### src/rtl/enigma_pkg.sv
// enigma_pkg: shared constants and types for the enigma datapath.
//   CODE_W / DEPTH  symbol width and table size (DEPTH == 2**CODE_W)
//   TBL_*           table_idx values selecting which block a load targets
//   shift_amt_t     per-cycle rotation amount handed from rotor B to rotor A
package enigma_pkg;
  localparam int CODE_W = 6;
  localparam int DEPTH  = 64;

  localparam logic [1:0] TBL_ROTOR_A = 2'd0;
  localparam logic [1:0] TBL_ROTOR_B = 2'd1;
  localparam logic [1:0] TBL_PLUG    = 2'd2;
  localparam logic [1:0] TBL_REFL    = 2'd3;

  typedef logic [1:0] shift_amt_t;
endpackage

### src/rtl/rotor_a_stage_if.sv
// rotor_a_stage_if: load/encrypt bus of rotor A.
//   master : drives load, table_idx, code_in, encrypt, rotorB_backward_out,
//            rotorA_shift_amount; observes the outputs
//   slave  : the rotor itself
//   dup_err exists only when ROTOR_A_DUP_CHECK_EN is defined.
interface rotor_a_stage_if #(parameter int CODE_W = enigma_pkg::CODE_W);
  import enigma_pkg::shift_amt_t;

  logic              load;
  logic [1:0]        table_idx;
  logic [CODE_W-1:0] code_in;
  logic              encrypt;
  logic [CODE_W-1:0] rotorB_backward_out;
  shift_amt_t        rotorA_shift_amount;
  logic [CODE_W-1:0] rotorA_forward_out;
  logic [CODE_W-1:0] rotorA_backward_out;
  logic              load_done;
`ifdef ROTOR_A_DUP_CHECK_EN
  logic              dup_err;

  modport master (output load, table_idx, code_in, encrypt, rotorB_backward_out,
                         rotorA_shift_amount,
                  input  rotorA_forward_out, rotorA_backward_out, load_done, dup_err);
  modport slave  (input  load, table_idx, code_in, encrypt, rotorB_backward_out,
                         rotorA_shift_amount,
                  output rotorA_forward_out, rotorA_backward_out, load_done, dup_err);
`else
  modport master (output load, table_idx, code_in, encrypt, rotorB_backward_out,
                         rotorA_shift_amount,
                  input  rotorA_forward_out, rotorA_backward_out, load_done);
  modport slave  (input  load, table_idx, code_in, encrypt, rotorB_backward_out,
                         rotorA_shift_amount,
                  output rotorA_forward_out, rotorA_backward_out, load_done);
`endif
endinterface

### src/rtl/rotor_inv_lookup.sv
// rotor_inv_lookup: combinational inverse table lookup.
//   tbl  in   DEPTH x CODE_W table contents
//   key  in   symbol to search for
//   idx  out  lowest index i with tbl[i]==key; 0 when nothing matches
// Shared by every rotor/plugboard backward path.
module rotor_inv_lookup #(
  parameter int CODE_W = enigma_pkg::CODE_W,
  parameter int DEPTH  = enigma_pkg::DEPTH
) (
  input  logic [DEPTH-1:0][CODE_W-1:0] tbl,
  input  logic [CODE_W-1:0]            key,
  output logic [CODE_W-1:0]            idx
);
  // Scan from the top down so the lowest matching index is the last writer.
  always_comb begin
    idx = '0;
    for (int i = DEPTH-1; i >= 0; i--)
      if (tbl[i] == key) idx = CODE_W'(i);
  end
endmodule

### src/rtl/rotor_a_stage.sv
// rotor_a_stage: first rotor of the enigma datapath (feeds rotor B).
//   clk   in  rising-edge clock
//   rst   in  asynchronous reset, active-high
//   bus   slave modport of rotor_a_stage_if:
//         load/table_idx/code_in  table load, one entry per cycle (table_idx==0)
//         encrypt/code_in         forward lookup table[code_in]
//         rotorB_backward_out     backward key, answered with its inverse index
//         rotorA_shift_amount     rotation applied on each encrypt edge
//         load_done               all DEPTH entries written
// Optional: ROTOR_A_DUP_CHECK_EN adds a seen vector and sticky dup_err that
// flags a symbol loaded more than once.
module rotor_a_stage #(
  parameter int CODE_W = enigma_pkg::CODE_W,
  parameter int DEPTH  = enigma_pkg::DEPTH
) (
  input  logic            clk,
  input  logic            rst,
  rotor_a_stage_if.slave  bus
);
  import enigma_pkg::TBL_ROTOR_A;

  localparam logic [CODE_W-1:0] CNT_MAX = CODE_W'(DEPTH-1);

  logic [DEPTH-1:0][CODE_W-1:0] tbl;
  logic [DEPTH-1:0][CODE_W-1:0] rot_tbl;
  logic [CODE_W-1:0]            load_cnt;
  logic                         load_done;
  logic                         load_hit;

  assign load_hit = bus.load && (bus.table_idx == TBL_ROTOR_A);

  // Rotate toward higher indices; the 6-bit subtraction supplies the wrap.
  always_comb begin
    rot_tbl = tbl;
    for (int i = 0; i < DEPTH; i++)
      rot_tbl[i] = tbl[CODE_W'(i) - CODE_W'(bus.rotorA_shift_amount)];
  end

  // A valid load beats encrypt: that cycle writes and does not rotate.
  // load_cnt parks at DEPTH-1 so late loads keep overwriting the last entry.
  always_ff @(posedge clk or posedge rst) begin
    if (rst) begin
      tbl       <= '0;
      load_cnt  <= '0;
      load_done <= 1'b0;
    end else if (load_hit) begin
      tbl[load_cnt] <= bus.code_in;
      if (load_cnt == CNT_MAX) load_done <= 1'b1;
      else                     load_cnt  <= load_cnt + 1'b1;
    end else if (bus.encrypt) begin
      tbl <= rot_tbl;
    end
  end

`ifdef ROTOR_A_DUP_CHECK_EN
  logic [DEPTH-1:0] seen;
  logic             dup_err;

  always_ff @(posedge clk or posedge rst) begin
    if (rst) begin
      seen    <= '0;
      dup_err <= 1'b0;
    end else if (load_hit) begin
      if (seen[bus.code_in]) dup_err <= 1'b1;
      seen[bus.code_in] <= 1'b1;
    end
  end

  assign bus.dup_err = dup_err;
`endif

  // Both lookups read the pre-rotation table.
  assign bus.rotorA_forward_out = bus.encrypt ? tbl[bus.code_in] : '0;
  assign bus.load_done          = load_done;

  rotor_inv_lookup #(.CODE_W(CODE_W), .DEPTH(DEPTH)) u_inv (
    .tbl (tbl),
    .key (bus.rotorB_backward_out),
    .idx (bus.rotorA_backward_out)
  );
endmodule

### src/flat_wrapper.sv
// flat-port wrapper written by rule: the top's interface ports become plain ports
module rotor_a_stage_flat import enigma_pkg::TBL_ROTOR_A;
#(
  parameter int CODE_W = enigma_pkg::CODE_W,
  parameter int DEPTH  = enigma_pkg::DEPTH
)
  (clk, rst, bus_load, bus_table_idx, bus_code_in, bus_encrypt, bus_rotorB_backward_out, bus_rotorA_shift_amount, bus_rotorA_forward_out, bus_rotorA_backward_out, bus_load_done);
  rotor_a_stage_if #(.CODE_W(CODE_W)) bus_i ();
  input  logic clk;
  input  logic rst;
  input wire logic [$bits(bus_i.load)-1:0] bus_load;
  input wire logic [$bits(bus_i.table_idx)-1:0] bus_table_idx;
  input wire logic [$bits(bus_i.code_in)-1:0] bus_code_in;
  input wire logic [$bits(bus_i.encrypt)-1:0] bus_encrypt;
  input wire logic [$bits(bus_i.rotorB_backward_out)-1:0] bus_rotorB_backward_out;
  input wire logic [$bits(bus_i.rotorA_shift_amount)-1:0] bus_rotorA_shift_amount;
  output wire logic [$bits(bus_i.rotorA_forward_out)-1:0] bus_rotorA_forward_out;
  output wire logic [$bits(bus_i.rotorA_backward_out)-1:0] bus_rotorA_backward_out;
  output wire logic [$bits(bus_i.load_done)-1:0] bus_load_done;
  assign bus_i.load = bus_load;
  assign bus_i.table_idx = bus_table_idx;
  assign bus_i.code_in = bus_code_in;
  assign bus_i.encrypt = bus_encrypt;
  assign bus_i.rotorB_backward_out = bus_rotorB_backward_out;
  assign bus_i.rotorA_shift_amount = bus_rotorA_shift_amount;
  assign bus_rotorA_forward_out = bus_i.rotorA_forward_out;
  assign bus_rotorA_backward_out = bus_i.rotorA_backward_out;
  assign bus_load_done = bus_i.load_done;
  rotor_a_stage #(.CODE_W(CODE_W), .DEPTH(DEPTH)) u_core (.clk(clk), .rst(rst), .bus(bus_i));
endmodule
### config.mk
export PLATFORM = sky130hd
export DESIGN_NAME = rotor_a_stage_flat
export DESIGN_NICKNAME = d
export VERILOG_FILES = /design/src/rtl/enigma_pkg.sv /design/src/rtl/rotor_a_stage_if.sv /design/src/rtl/rotor_inv_lookup.sv /design/src/rtl/rotor_a_stage.sv /design/src/flat_wrapper.sv
export SDC_FILE = /design/constraint.sdc
export NUM_CORES = 2
export LEC_CHECK = 0
export CAP_MARGIN = 20
export CORE_ASPECT_RATIO = 0.8
export CORE_MARGIN = 4
export CORE_UTILIZATION = 45
export CTS_BUF_LIST = sky130_fd_sc_hd__clkbuf_4 sky130_fd_sc_hd__clkbuf_8 sky130_fd_sc_hd__clkbuf_16
export DETAILED_ROUTE_END_ITERATION = 10
export GPL_TIMING_DRIVEN = 0
export MAX_ROUTING_LAYER = met4
export SLEW_MARGIN = 20
export SYNTH_ARGS = -nofsm -noshare
export SYNTH_HDL_FRONTEND = slang
export SYNTH_SLANG_ARGS = --single-unit
### constraint.sdc
create_clock -name clk -period 20.9 [get_ports clk]
set_input_delay 6.27 -clock clk [delete_from_list [all_inputs] [get_ports clk]]
set_output_delay 6.27 -clock clk [all_outputs]
set_load 0.03 [all_outputs]
==> impl_results.md <==
* Status: completed
* Worst Path Max Fanout at 10
* Max Fclk at 55.5 MHz
* Inst Count DP at 4240
* NumNets Final at 3292
* Total of max-cap violations at 0
* Pin count of the biggest net entering global routing at just under 100
* Met2 usage at 0.582
* I/O Buffers at 20
* WL/cell at 42.8 µm
* Seq pwr share at 0.372
* Origin of the critical flop-to-flop path: u_core.load_cnt[2]
* Clock network power share at 0.253
* PwrDens at around 97 mW/mm²
* Layer with the highest usage: met1
* Post-Route WL at ~190000 µm
* # hold bufs at CTS at 0
* Core Util, Final at 0.502
* Max incr delay on CP at around 0.87 ns
* CP Capture Type: primary output
* Setup Viol. Count Final at 0
* Post-route clock period utilization at 0.862
* Total gr overflow at 0
* Hold_sp: u_core.load_cnt[2]
* Synth Flop Type: dfrtp_1
* Post-Synthesis Cells at 3190
* Core Area at between 0.07 and 0.08 mm²
* DR vias/cell at about 7.9
* Synth Area per Inst at 11.1 µm²
* Syn. warnings at 0
* CP Launch Type: input pin
* Die ar. at 0.0835 mm²
* Leak Pwr at around 0.015 µW
* Synth Register Bits at between 300 and 400
* Initial core utilization at 0.457
* Post-CTS Setup Bufs at 0
* P&R area growth vs syn at 9.72%
* RSZ-0062 raised after global routing: false
* Vias at about 34000
* Antenna-violating nets left at 0
* Vias in the first global route at roughly 32000
* Sum Neg Setup Slack at 0 ns
* Min-Delay Endpoint: u_core.load_cnt[2]
* Asr flop ratio synth at 1.00
* Die Y at roughly 260 µm
* Post-synth EDFFs at 0
* DRT Pass-1 Iters at 9
* I/O Pins at 33
* Crit-path slowest cell: nor4b_1
* Initial DRC Count at 6913
* CP Cell Sequence: buf_4 > buf_4 > buf_2 > xnor2_1 > nand3_1 > nor2b_1 > a2111oi_1 > nor4b_1 > o211ai_1 > a21oi_1 > clkdlybuf4s50_1
* Max transition margin at 0.107
* Worst skew pair latency at ~0.64 ns
* Power, Total at 3770 µW
* P_int at about 2100 µW
* First-pass GRT wire length at around 260000 µm
* Cell family with most CP delay: buffers and inverters
* Hold WS at between 0.5 and 0.6 ns
* Die width at 322 µm
* Sequential area share after synthesis at 0.276
* Placer Congestion at 1.08
* GR Util All Layers at 0.452
* Worst path bufs/invs at 4
* Hold violation total from the final report at 0
* WS Path Type: in -> out
* Syn Nets at between 3000 and 4000
* Initial antenna violation count at 11
* CTS tree: built
* CTS-repair resized insts at 0
* Met1 GRT Util at 0.604
* Std cell rows at 91
* Mapped Area at 0.0355 mm²
* Clk sink count at between 300 and 400
* R2R Setup Slk at between 15 and 20 ns
* Share of post-route cells with drive strength above 1 at 0.211
* Worst vdd ir at 0.0765 mV
* Worst hold stages at 1
* Clk_skew at around 0.025 ns
* Max Root-Sink Buffers at 3
* Slew @ Worst Pin at 1.34 ns
* Sw Share at 0.432
* Fin cells at 4342
* Gate power share at 0.375
* CP arrival at ~12 ns
* GRT met3 Usage at 0.200
* Worst EP required at around 15 ns
* Cell mode on critical path: buf_4
* Yosys cell types at between 50 and 60
* H-tree levels at 2
* R2R cell count at 6
* Number of remaining DRC errors at 0
* CTS clk-pin slew, worst paths at ~0.060 ns
* Max-slew violations at 0
* Root Buffer: clkbuf_16
* Detail Placement HPWL at about 140000 µm
* Num CTS Buffers at 48
* Hold Path Class: reg -> reg
* Net switching power at roughly 1600 µW
* Tmin final at ~18 ns
* Reg-to-Reg End: u_core.tbl[307]
per-stage QoR:
step	area [µm²]	setup slack (ns)
after floorplan	35500	3.76
after global placement	37000	-2.01
after detailed placement	37200	3.52
after CTS	38900	3.51
after global routing	38900	3.21
final	38900	2.89
flip-flops by register name (all words and copies together), names as in the netlist:
| name | flops |
|---|---|
| u_core.bus.load_done | 1 |
| u_core.load_cnt | 6 |
| u_core.tbl | 384 |
cells by family after synthesis:
logic type,after synthesis,share of synthesized area
simple gates,783,0.0942
flops,391,0.276
compound gates,637,0.120
mux,704,0.378
fa+ha+maj,3,0.00106
buf+inv,287,0.0356
xor+xnor,385,0.0950
per-layer routing:
metal  up-vias  wire, µm
met3       743     33900
met5         -         0
li1      12600         -
met4         0     11600
met2      3709     72700
met1     17100     67500
area by class of cell:
class	count	area (µm²)
clock inverters	20	282
repair buffers	29	370
flip-flops and latches	391	9780
clock buffers	67	1440
well taps	1023	1280
inverters	7	33.8
plain buffers	280	1270
fillers	6947	38700
multi-input cells	2512	24400
diodes	13	32.5
cells in the final DEF, fill, tap and decap left out, types with 12 or more instances in the layout:
| cell type | n |
|---|---|
| clkbuf_8 | 13 |
| dfrtp_1 | 391 |
| diode_2 | 13 |
| xnor2_1 | 177 |
| nand2_1 | 428 |
| a21oi_1 | 12 |
| clkbuf_2 | 21 |
| nor2_1 | 167 |
| buf_1 | 52 |
| clkbuf_1 | 142 |
| buf_2 | 30 |
| nand3_1 | 43 |
| mux2i_1 | 192 |
| and2_1 | 12 |
| mux4_2 | 510 |
| nor4_1 | 42 |
| xor2_1 | 208 |
| buf_4 | 28 |
| a22oi_1 | 385 |
| nand4_1 | 32 |
| clkdlybuf4s50_1 | 20 |
| o21ai_0 | 202 |
| nor3_1 | 26 |
| clkbuf_16 | 49 |
how the worst max path moves through the flow:
stage | startpoint | endpoint | slack, ns | depth (start not counted)
after floorplan | rst | u_core.bus.load_done | 3.76 | 1
after global placement | rst | u_core.tbl[42] | -2.01 | 2
after detailed placement | bus_rotorB_backward_out[1] | bus_rotorA_backward_out[0] | 3.52 | 11
after CTS | bus_rotorB_backward_out[1] | bus_rotorA_backward_out[0] | 3.51 | 11
after global routing | bus_rotorB_backward_out[1] | bus_rotorA_backward_out[0] | 3.21 | 11
final | bus_rotorB_backward_out[1] | bus_rotorA_backward_out[0] | 2.89 | 11
power by group through the flow:
stage | Combinational (µW) | Clock [µW] | Sequential (µW)
detailed placement | 1340 | 0 | 1370
CTS | 1350 | 952 | 1360
finish | 1410 | 955 | 1400
global route | 1460 | 981 | 1390
global placement | 1330 | 0 | 1360
floorplan | 951 | 0 | 1150
cells in the mapped netlist, types with 22 or more instances:
library cell / instances / share of area
nand2_1: 428 / 0.045
mux2i_1: 192 / 0.054
dfrtp_1: 391 / 0.28
o21ai_0: 202 / 0.028
xor2_1: 208 / 0.051
nor3_1: 26 / 0.0037
a22oi_1: 385 / 0.081
xnor2_1: 177 / 0.044
buf_4: 28 / 0.0059
buf_1: 66 / 0.0070
nand3_1: 43 / 0.0061
buf_2: 22 / 0.0031
nor4_1: 42 / 0.0074
clkbuf_1: 157 / 0.017
mux4_2: 510 / 0.32
nand4_1: 32 / 0.0056
nor2_1: 167 / 0.018
worst reg2reg max path, stage by stage, from the launching register on:
cell     delay (ns)
dfrtp_1        0.42
nor2_1         0.26
nand3_1        0.83
nor2_1         1.09
nor2_1         0.45
nand2_1        0.17
nand2_1        0.06
(Power assumes the default switching activity.)
